<file path="config.mk">
export PLATFORM = sky130hd
export DESIGN_NAME = vga_timing_core
export DESIGN_NICKNAME = d
export VERILOG_FILES = /design/src/rtl/vga_timing_core.sv
export SDC_FILE = /design/constraint.sdc
export NUM_CORES = 1
export LEC_CHECK = 0
export BUFFER_PORTS_ARGS = -buffer_cell sky130_fd_sc_hd__buf_2
export CELL_PAD_IN_SITES_DETAIL_PLACEMENT = 1
export CELL_PAD_IN_SITES_GLOBAL_PLACEMENT = 2
export CORE_MARGIN = 4
export CORE_UTILIZATION = 38
export DETAILED_ROUTE_END_ITERATION = 8
export GPL_TIMING_DRIVEN = 0
export PLACE_DENSITY = 0.84
export SLEW_MARGIN = 40
export SYNTH_ARGS = -nofsm -noshare
export SYNTH_HDL_FRONTEND = slang
export SYNTH_SLANG_ARGS = --single-unit
</file>
<file path="constraint.sdc">
create_clock -name clock_50M -period 2.4 [get_ports clock_50M]
set_input_delay 0.12 -clock clock_50M [delete_from_list [all_inputs] [get_ports clock_50M]]
set_output_delay 0.12 -clock clock_50M [all_outputs]
set_load 0.01 [all_outputs]
</file>
<file path="src/rtl/vga_timing_core.sv">
// rtl/vga_timing_core.sv - 25 MHz pixel clock, slow square wave and 640x480@60 raster timing from one 50 MHz clock
// Optional frame-start pulse output enabled by defining VGA_FRAME_PULSE_EN.
module vga_timing_core #(
    parameter int CLK_FREQ_HZ  = 50000000,
    parameter int SLOW_FREQ_HZ = 1,
    parameter int H_ACTIVE     = 640,
    parameter int H_FP         = 16,
    parameter int H_SYNC       = 96,
    parameter int H_BP         = 48,
    parameter int V_ACTIVE     = 480,
    parameter int V_FP         = 10,
    parameter int V_SYNC       = 2,
    parameter int V_BP         = 33
) (
    input  logic       clock_50M,
    input  logic       reset_n,
    output logic       clock_25M,
    output logic       clock_1Hz,
    output logic [9:0] sx,
    output logic [9:0] sy,
    output logic       hsync,
    output logic       vsync,
`ifdef VGA_FRAME_PULSE_EN
    output logic       frame,
`endif
    output logic       de
);

    localparam int H_TOTAL = H_ACTIVE + H_FP + H_SYNC + H_BP;
    localparam int V_TOTAL = V_ACTIVE + V_FP + V_SYNC + V_BP;
    localparam int HALF    = CLK_FREQ_HZ / (2 * SLOW_FREQ_HZ);

    localparam logic [9:0]  H_LAST    = 10'(H_TOTAL - 1);
    localparam logic [9:0]  V_LAST    = 10'(V_TOTAL - 1);
    localparam logic [31:0] HALF_LAST = 32'(HALF - 1);

    // 11-bit bounds so a sync window ending exactly at 1024 still compares correctly
    localparam logic [10:0] HS_START = 11'(H_ACTIVE + H_FP);
    localparam logic [10:0] HS_END   = 11'(H_ACTIVE + H_FP + H_SYNC);
    localparam logic [10:0] VS_START = 11'(V_ACTIVE + V_FP);
    localparam logic [10:0] VS_END   = 11'(V_ACTIVE + V_FP + V_SYNC);
    localparam logic [10:0] H_VIS    = 11'(H_ACTIVE);
    localparam logic [10:0] V_VIS    = 11'(V_ACTIVE);

    logic [9:0]  sx_next;
    logic [9:0]  sy_next;
    logic        hsync_next;
    logic        vsync_next;
    logic        de_next;
    logic [31:0] slow_cnt;

    // Pixel advance rides on the falling edge of clock_25M (when it is currently 1)
    always_comb begin
        sx_next = sx;
        sy_next = sy;
        if (clock_25M) begin
            if (sx == H_LAST) begin
                sx_next = '0;
                if (sy == V_LAST) begin
                    sy_next = '0;
                end else begin
                    sy_next = sy + 10'd1;
                end
            end else begin
                sx_next = sx + 10'd1;
            end
        end
    end

    always_comb begin
        hsync_next = !(({1'b0, sx_next} >= HS_START) && ({1'b0, sx_next} < HS_END));
        vsync_next = !(({1'b0, sy_next} >= VS_START) && ({1'b0, sy_next} < VS_END));
        de_next    = ({1'b0, sx_next} < H_VIS) && ({1'b0, sy_next} < V_VIS);
    end

    always_ff @(posedge clock_50M or negedge reset_n) begin
        if (!reset_n) begin
            clock_25M <= 1'b0;
            sx        <= '0;
            sy        <= '0;
            hsync     <= 1'b1;
            vsync     <= 1'b1;
            de        <= 1'b1;
        end else begin
            clock_25M <= ~clock_25M;
            sx        <= sx_next;
            sy        <= sy_next;
            hsync     <= hsync_next;
            vsync     <= vsync_next;
            de        <= de_next;
        end
    end

`ifdef VGA_FRAME_PULSE_EN
    // Marks the first pixel of vertical blanking; decoded from next-state like the syncs
    always_ff @(posedge clock_50M or negedge reset_n) begin
        if (!reset_n) begin
            frame <= 1'b0;
        end else begin
            frame <= (sx_next == 10'd0) && ({1'b0, sy_next} == V_VIS);
        end
    end
`endif

    always_ff @(posedge clock_50M or negedge reset_n) begin
        if (!reset_n) begin
            slow_cnt  <= '0;
            clock_1Hz <= 1'b0;
        end else if (slow_cnt == HALF_LAST) begin
            slow_cnt  <= '0;
            clock_1Hz <= ~clock_1Hz;
        end else begin
            slow_cnt  <= slow_cnt + 32'd1;
        end
    end

endmodule

</file>
==> results of run 1 <==
[placed cells by master, fill, tap and decap left out, types with 9 or more instances in the layout]
cell,synthesis,final
dfrtp_1,54,54
nor2_1,30,30
buf_2,4,29
nand3_1,27,27
xor2_1,22,22
nand2_1,20,20
xnor2_1,20,20
nand4_1,15,15
clkbuf_8,0,14
nor3_1,10,9
[repair_timing]
action | 4_1_cts | 5_1_grt
endpoints found under the hold margin | 54 | 0
hold buffers | 1 | 0
endpoints found under the setup margin | 0 | 0
gates resized for setup | 0 | 0
[worst reg2reg max path: cells and delay by family (launching register included)]
family                     cells  cell delay, ns
AOI/OAI and AO/OA              1            0.23
DFF                            1            0.42
xor gates and xnor gates       1            0.26
and+or+nand+nor                3            0.86
adders and majority gates      1            0.31
[through the flow]
step | instances | hold slack [ns] | worst slack [ns] | power, mW
after global routing | 417 | 0.389 | 0.0147 | 2.06
after detailed placement | 400 | 0.232 | 0.265 | 1.00
after floorplan | 275 | -0.176 | 0.591 | 0.979
final | 417 | 0.341 | 0.252 | 1.97
after CTS | 417 | 0.433 | 0.227 | 2.00
after global placement | 400 | 0.457 | 0.235 | 0.999
[cells by family after synthesis]
logic type	synth area share [%]
multiplexers	1.09
adder cells (fa/ha/maj)	1.75
AO/OA/AOI/OAI	5.73
AND/OR/NAND/NOR	26.9
buffers and inverters	1.75
flip-flops	50.0
XOR/XNOR	12.8
[how the worst max path moves through the flow]
| stage | startpoint | endpoint | slack [ns] | cells past startpoint |
|---|---|---|---|---|
| after global routing | slow_cnt[2] | slow_cnt[31] | 0.01 | 5 |
| after detailed placement | sx[0] | de | 0.27 | 6 |
| after floorplan | sx[0] | de | 0.59 | 6 |
| after global placement | slow_cnt[8] | slow_cnt[18] | 0.24 | 5 |
| final | sx[0] | de | 0.25 | 6 |
| after CTS | sx[0] | de | 0.23 | 6 |
[area by class of cell]
cell class	count	share of cell area (%)
Clock buffer	15	5.82
Sequential cell	57	42.4
Timing Repair Buffer	27	4.34
Multi-Input combinational cell	207	41.4
Tap cell	99	3.67
Buffer	5	0.816
Inverter	6	0.668
Clock inverter	1	0.890
[registers in the layout (all words and copies together), names as in the netlist]
name,flops
slow_cnt,32
sy,10
vsync,1
de,1
clock_25M,1
clock_1Hz,1
sx,10
hsync,1
[layer usage]
metal  track usage (%)  up-vias  wire (µm)
met5                 0        -          0
met3              2.87       12        145
met4              6.13        0        114
met2              24.2       23       2970
li1                  -     1064          -
met1              22.8     1071       3210
[power by group]
part	total (mW)	internal (mW)	switching [mW]
combinational	0.0214	0.00270	0.0187
sequential	0.961	0.961	0
clock	0.988	0.622	0.366
==> impl_results.md, run 1 <==
* Req. time, crit path at approximately 2.7 ns
* First-pass GRT wire length at 11200 µm
* Core area at 7290 µm²
* Worst setup EP type: flip-flop
* Per-cell routed wire length at 15.4 µm
* Num ports at 27
* Synth Flop Type: dfrtp_1
* Seq cells post-synth at 57
* Synth Cell Area at 2860 µm²
* DRC viols at 0
* FF-to-FF End: de
* PwrDens at 584 nW/µm²
* Die area at 8990 µm²
* Iter 0 DRT Violations at 46
* Reg2reg start: sx[0]
* Starting Density at 39.3%
* Worst path cell trace: ha_1 -> nand2_1 -> nor4_4 -> nand4_1 -> xor2_1 -> o221a_1
* Final WL at approximately 6400 µm
* Die width at about 95 µm
* Vias at 2170
* Lkg Pwr at 1.52 nW
* Filler Cell Count at 840
* Hold Vio Cnt, Final at 0
* Post-Syn Instances at roughly 280
* Sequential cell area fraction in the yosys report at 50.0%
* DR vias/cell at 5.20
* CTS Buffer Depth at 2
* Hold Path Class: in -> async
* Clk_skew at approximately 0.01 ns
* YS warnings at 0
* Clock H-tree levels at 3
* Top cells by area, synth: dfrtp_1 (47%), xor2_1 (6.7%), xnor2_1 (6.1%)
* Antenna-violating nets left at 0
* Status: finished, final reports clean
* Clk Latency, worst-skew pair at 0.33 ns
* Fmax at 466 MHz
* Area fraction of the dominant cell type after synthesis at 47.2%
* R2R Setup Slk at 0.25 ns
* CP max stage delay at 0.46 ns
* Net Count, Synth at 281
* Most area-hungry cell type in the Yosys netlist: dfrtp_1
* RSZ-0062 raised after global routing: no
* Clock sinks at 57
* Worst vdd ir at 0.254 mV
* CP max FO at 9
* Setup TNS at 0 ns
* CP startpoint kind: flip-flop
* Slew Limit Headroom at 54.7%
* Delay-heaviest family, CP: simple AND/OR/NAND/NOR gates
* Final instance area at 3370 µm²
* Clock transition at path regs at 0.07 ns
* CP max-delay cell: nor4_4
* Worst-Margin Slew at 0.674 ns
* Worst Reg-to-Reg Cells at 6
* WP buf/inv at 0
* Total gr overflow at 0
* Layout area overhead at 17.8%
* Fin crit share at between 80% and 90%
* Postcts setup bufs at 0
* Final Util at 46.3%
* Worst EP arrival at between 2 and 2.5 ns
* Initial antenna violation count at 0
* Rows at 31
* Area after DPL at 3130 µm²
* Most common cell in the netlist: dfrtp_1
* Detailed Place HPWL at 4500 µm
* ANT cells at 0
* Commonest cells post-synth: dfrtp_1 (54), nor2_1 (30), nand3_1 (27)
* Share of cells above drive strength 1 at between 10% and 20%
* Final setup vio count at 0
* Post-layout net count at 319
* Fin crit period at 2.15 ns
* Ys async rst share at 100%
* Mean post-synth cell area at 10.4 µm²
* Setup CP Type: reg -> reg
* Total of max-cap violations at 0
* Storage element area at approximately 1400 µm²
* Gr usage total at 16.0%
* Max-slew violations at 0
* Vias in the first global route at 2242
* Root buf cell: clkbuf_8
* Number of port buffers at 26
* TritonCTS clock tree: built
* DIE HEIGHT at around 95 µm
* Post-synth EDFFs at 0
* Largest net degree at the start of global routing at 58
* RePlAce Congestion at 0.789
* Area of the multi-input gates at 1400 µm²
* Synth unique cells at 45
* Pre-antenna DRT Iters at 4
* CTS Buf Count at 9
Power figures use the tool's default switching activity.
==> inputs of run 2 (changes only) <==
- RECOVER_POWER: default -> 100
- SETUP_SLACK_MARGIN: default -> 0.05
==> run 2 against run 1 <==
Wire length rose by 0.31%. Critical path type unchanged. Register-to-register slack about the same. Cell count did not move. Critical endpoint unchanged. Via count increased by 0.14%. Largest power group unchanged. Maximum frequency is 0.69% lower.
==> impl_results.md, run 2 (same netlist as run 1, synthesis figures left out) <==
* Place WS at 0.265 ns (unchanged)
* Clock transition at path regs at 0.07 ns (about the same)
* Total gr overflow at 0 (unchanged)
* Total Power at 1.97 mW (-0.13%)
* Worst-Margin Slew at 1.43 ns (+0.759 ns)
* CP startpoint kind: flip-flop
* Area of the multi-input gates at 1400 µm² (about the same)
* DRC viols at 0 (unchanged)
* Root buf cell: clkbuf_8
* Num ports at 27 (unchanged)
* Fin crit share at 90.1% (+0.62 points)
* Detailed Place HPWL at 4500 µm (unchanged)
* Status: finished, final reports clean
* ANT cells at 0 (unchanged)
* Hold Path Class: reg -> reg
* Final Util at 45.7% (-0.55 points)
* TritonCTS clock tree: built
* CTS Buf Count at 9 (unchanged)
* Core area at 7290 µm² (unchanged)
* Final worst slack at 0.237 ns (-0.0150 ns)
* RSZ-0062 raised after global routing: no
* Setup CP Type: reg -> reg
* Worst EP arrival at 2.43 ns (about the same)
* RePlAce Congestion at 0.789 (unchanged)
* Per-cell routed wire length at 15.5 µm (+0.31%)
* Worst setup EP type: flip-flop
* Req. time, crit path at 2.67 ns (about the same)
* Initial antenna violation count at 0 (unchanged)
* Die area at 8990 µm² (unchanged)
* Clock H-tree levels at 3 (unchanged)
* DR vias/cell at 5.21 (+0.14%)
* Vias at 2173 (+0.14%)
* PwrDens at 590 nW/µm² (+1.1%)
* Area after DPL at 3130 µm² (unchanged)
* Clock sinks at 57 (unchanged)
* First-pass GRT wire length at 11200 µm (unchanged)
* Max-slew violations at 0 (unchanged)
* Fin crit period at 2.16 ns (+0.0150 ns)
* Pre-antenna DRT Iters at 6 (+2)
* Largest net degree at the start of global routing at 58 (unchanged)
* Filler Cell Count at 850 (+1.2%)
* CTS Buffer Depth at 2 (unchanged)
* Hold Vio Cnt, Final at 0 (unchanged)
* Worst vdd ir at 0.252 mV (-0.48%)
* Final setup vio count at 0 (unchanged)
* Iter 0 DRT Violations at 57 (+24%)
* DIE HEIGHT at 94.8 µm (unchanged)
* Antenna-violating nets left at 0 (unchanged)
* Fmax at 462 MHz (-0.69%)
* Slew Limit Headroom at 4.49% (-50 points)
* Vias in the first global route at 2242 (unchanged)
* Die width at 94.8 µm (unchanged)
* WL met1 at 3210 µm (+0.19%)
* R2R Setup Slk at 0.24 ns (about the same)
* Highest routed layer: met4
* Starting Density at 39.3% (unchanged)
* Most common cell after layout, fill and taps aside: dfrtp_1
* Clk_skew at 0.00873 ns (-0.00108 ns)
* CP max FO at 9 (unchanged)
* Layout area overhead at 16.4%
* Setup TNS at 0 ns (unchanged)
* WL met3 at 147 µm (+1.4%)
* Share of cells above drive strength 1 at 10.7% (-8.5 points)
* Final cell count without fillers at 417 (unchanged)
* Hold Slack at 0.464 ns (+0.123 ns)
* Post-layout net count at 319 (unchanged)
* Final instance area at 3330 µm² (-1.2%)
* Inst Count DP at 400 (unchanged)
* Final WL at 6460 µm (+0.31%)
* Total of max-cap violations at 0 (unchanged)
* Number of port buffers at 26 (unchanged)
* Met2 wire len at 2980 µm (+0.37%)
* Gr usage total at 16.0% (unchanged)
* Clk Latency, worst-skew pair at 0.33 ns (about the same)
* Lkg Pwr at 1.44 nW (-5.2%)
* Largest Register: slow_cnt
* Storage element area at 1430 µm² (unchanged)
* Max reg flops at 32 (unchanged)
* Most frequent cells in the layout: dfrtp_1 (54), nor2_1 (30), nand3_1 (27), clkbuf_1 (27), xor2_1 (22)
* Rows at 31 (unchanged)
* Biggest registers after layout: slow_cnt (32), sx (10), sy (10)
[run 2: cell count changes in the layout (fill, tap and decap cells not counted), sizes merged]
cell,delta
buf,-28
clkbuf,+28
[run 2: worst max-delay path, stage by stage (launching register included)]
cell and delay [ns]:
dfrtp_1 0.42, ha_1 0.30, nand2_1 0.21, nor4_4 0.48, nand4_1 0.18, xor2_1 0.26
o221a_1 0.23
[run 2: cell type report]
type	count	area share (%)
Multi-Input combinational cell	207	41.9
Timing Repair Buffer	27	3.27
Sequential cell	57	42.9
Tap cell	99	3.72
Buffer	5	0.713
Inverter	6	0.676
Clock buffer	15	5.89
Clock inverter	1	0.901
[run 2: worst paths after layout]
path | startpoint | cells past startpoint | end
setup / recovery | sx[0] | 6 | de
hold / removal | clock_1Hz | 1 | clock_1Hz
setup reg to reg | sx[0] | 6 | de
hold reg to reg | clock_1Hz | 1 | clock_1Hz
max in group asynchronous | reset_n | 2 | slow_cnt[12]
min in group asynchronous | reset_n | 2 | sy[8]
[run 2: repair_timing]
item | 4_1_cts | 5_1_grt
endpoints found under the hold margin | 54 | 0
endpoints found under the setup margin | 0 | 1
gates resized for setup | 0 | 1
setup buffers | 0 | 0
hold buffers | 1 | 0
[run 2: per-layer routing]
layer  global-route usage (%)  vias to the layer above
met5                        0                        -
met4                     6.13                        0
li1                         -                     1064
met2                     24.2                       23
met3                     2.87                       12
met1                     22.8                     1074
[run 2: power by group]
part	internal, mW	switching (mW)
Clock	0.622	0.364
Sequential	0.961	0
Combinational	0.00156	0.0185
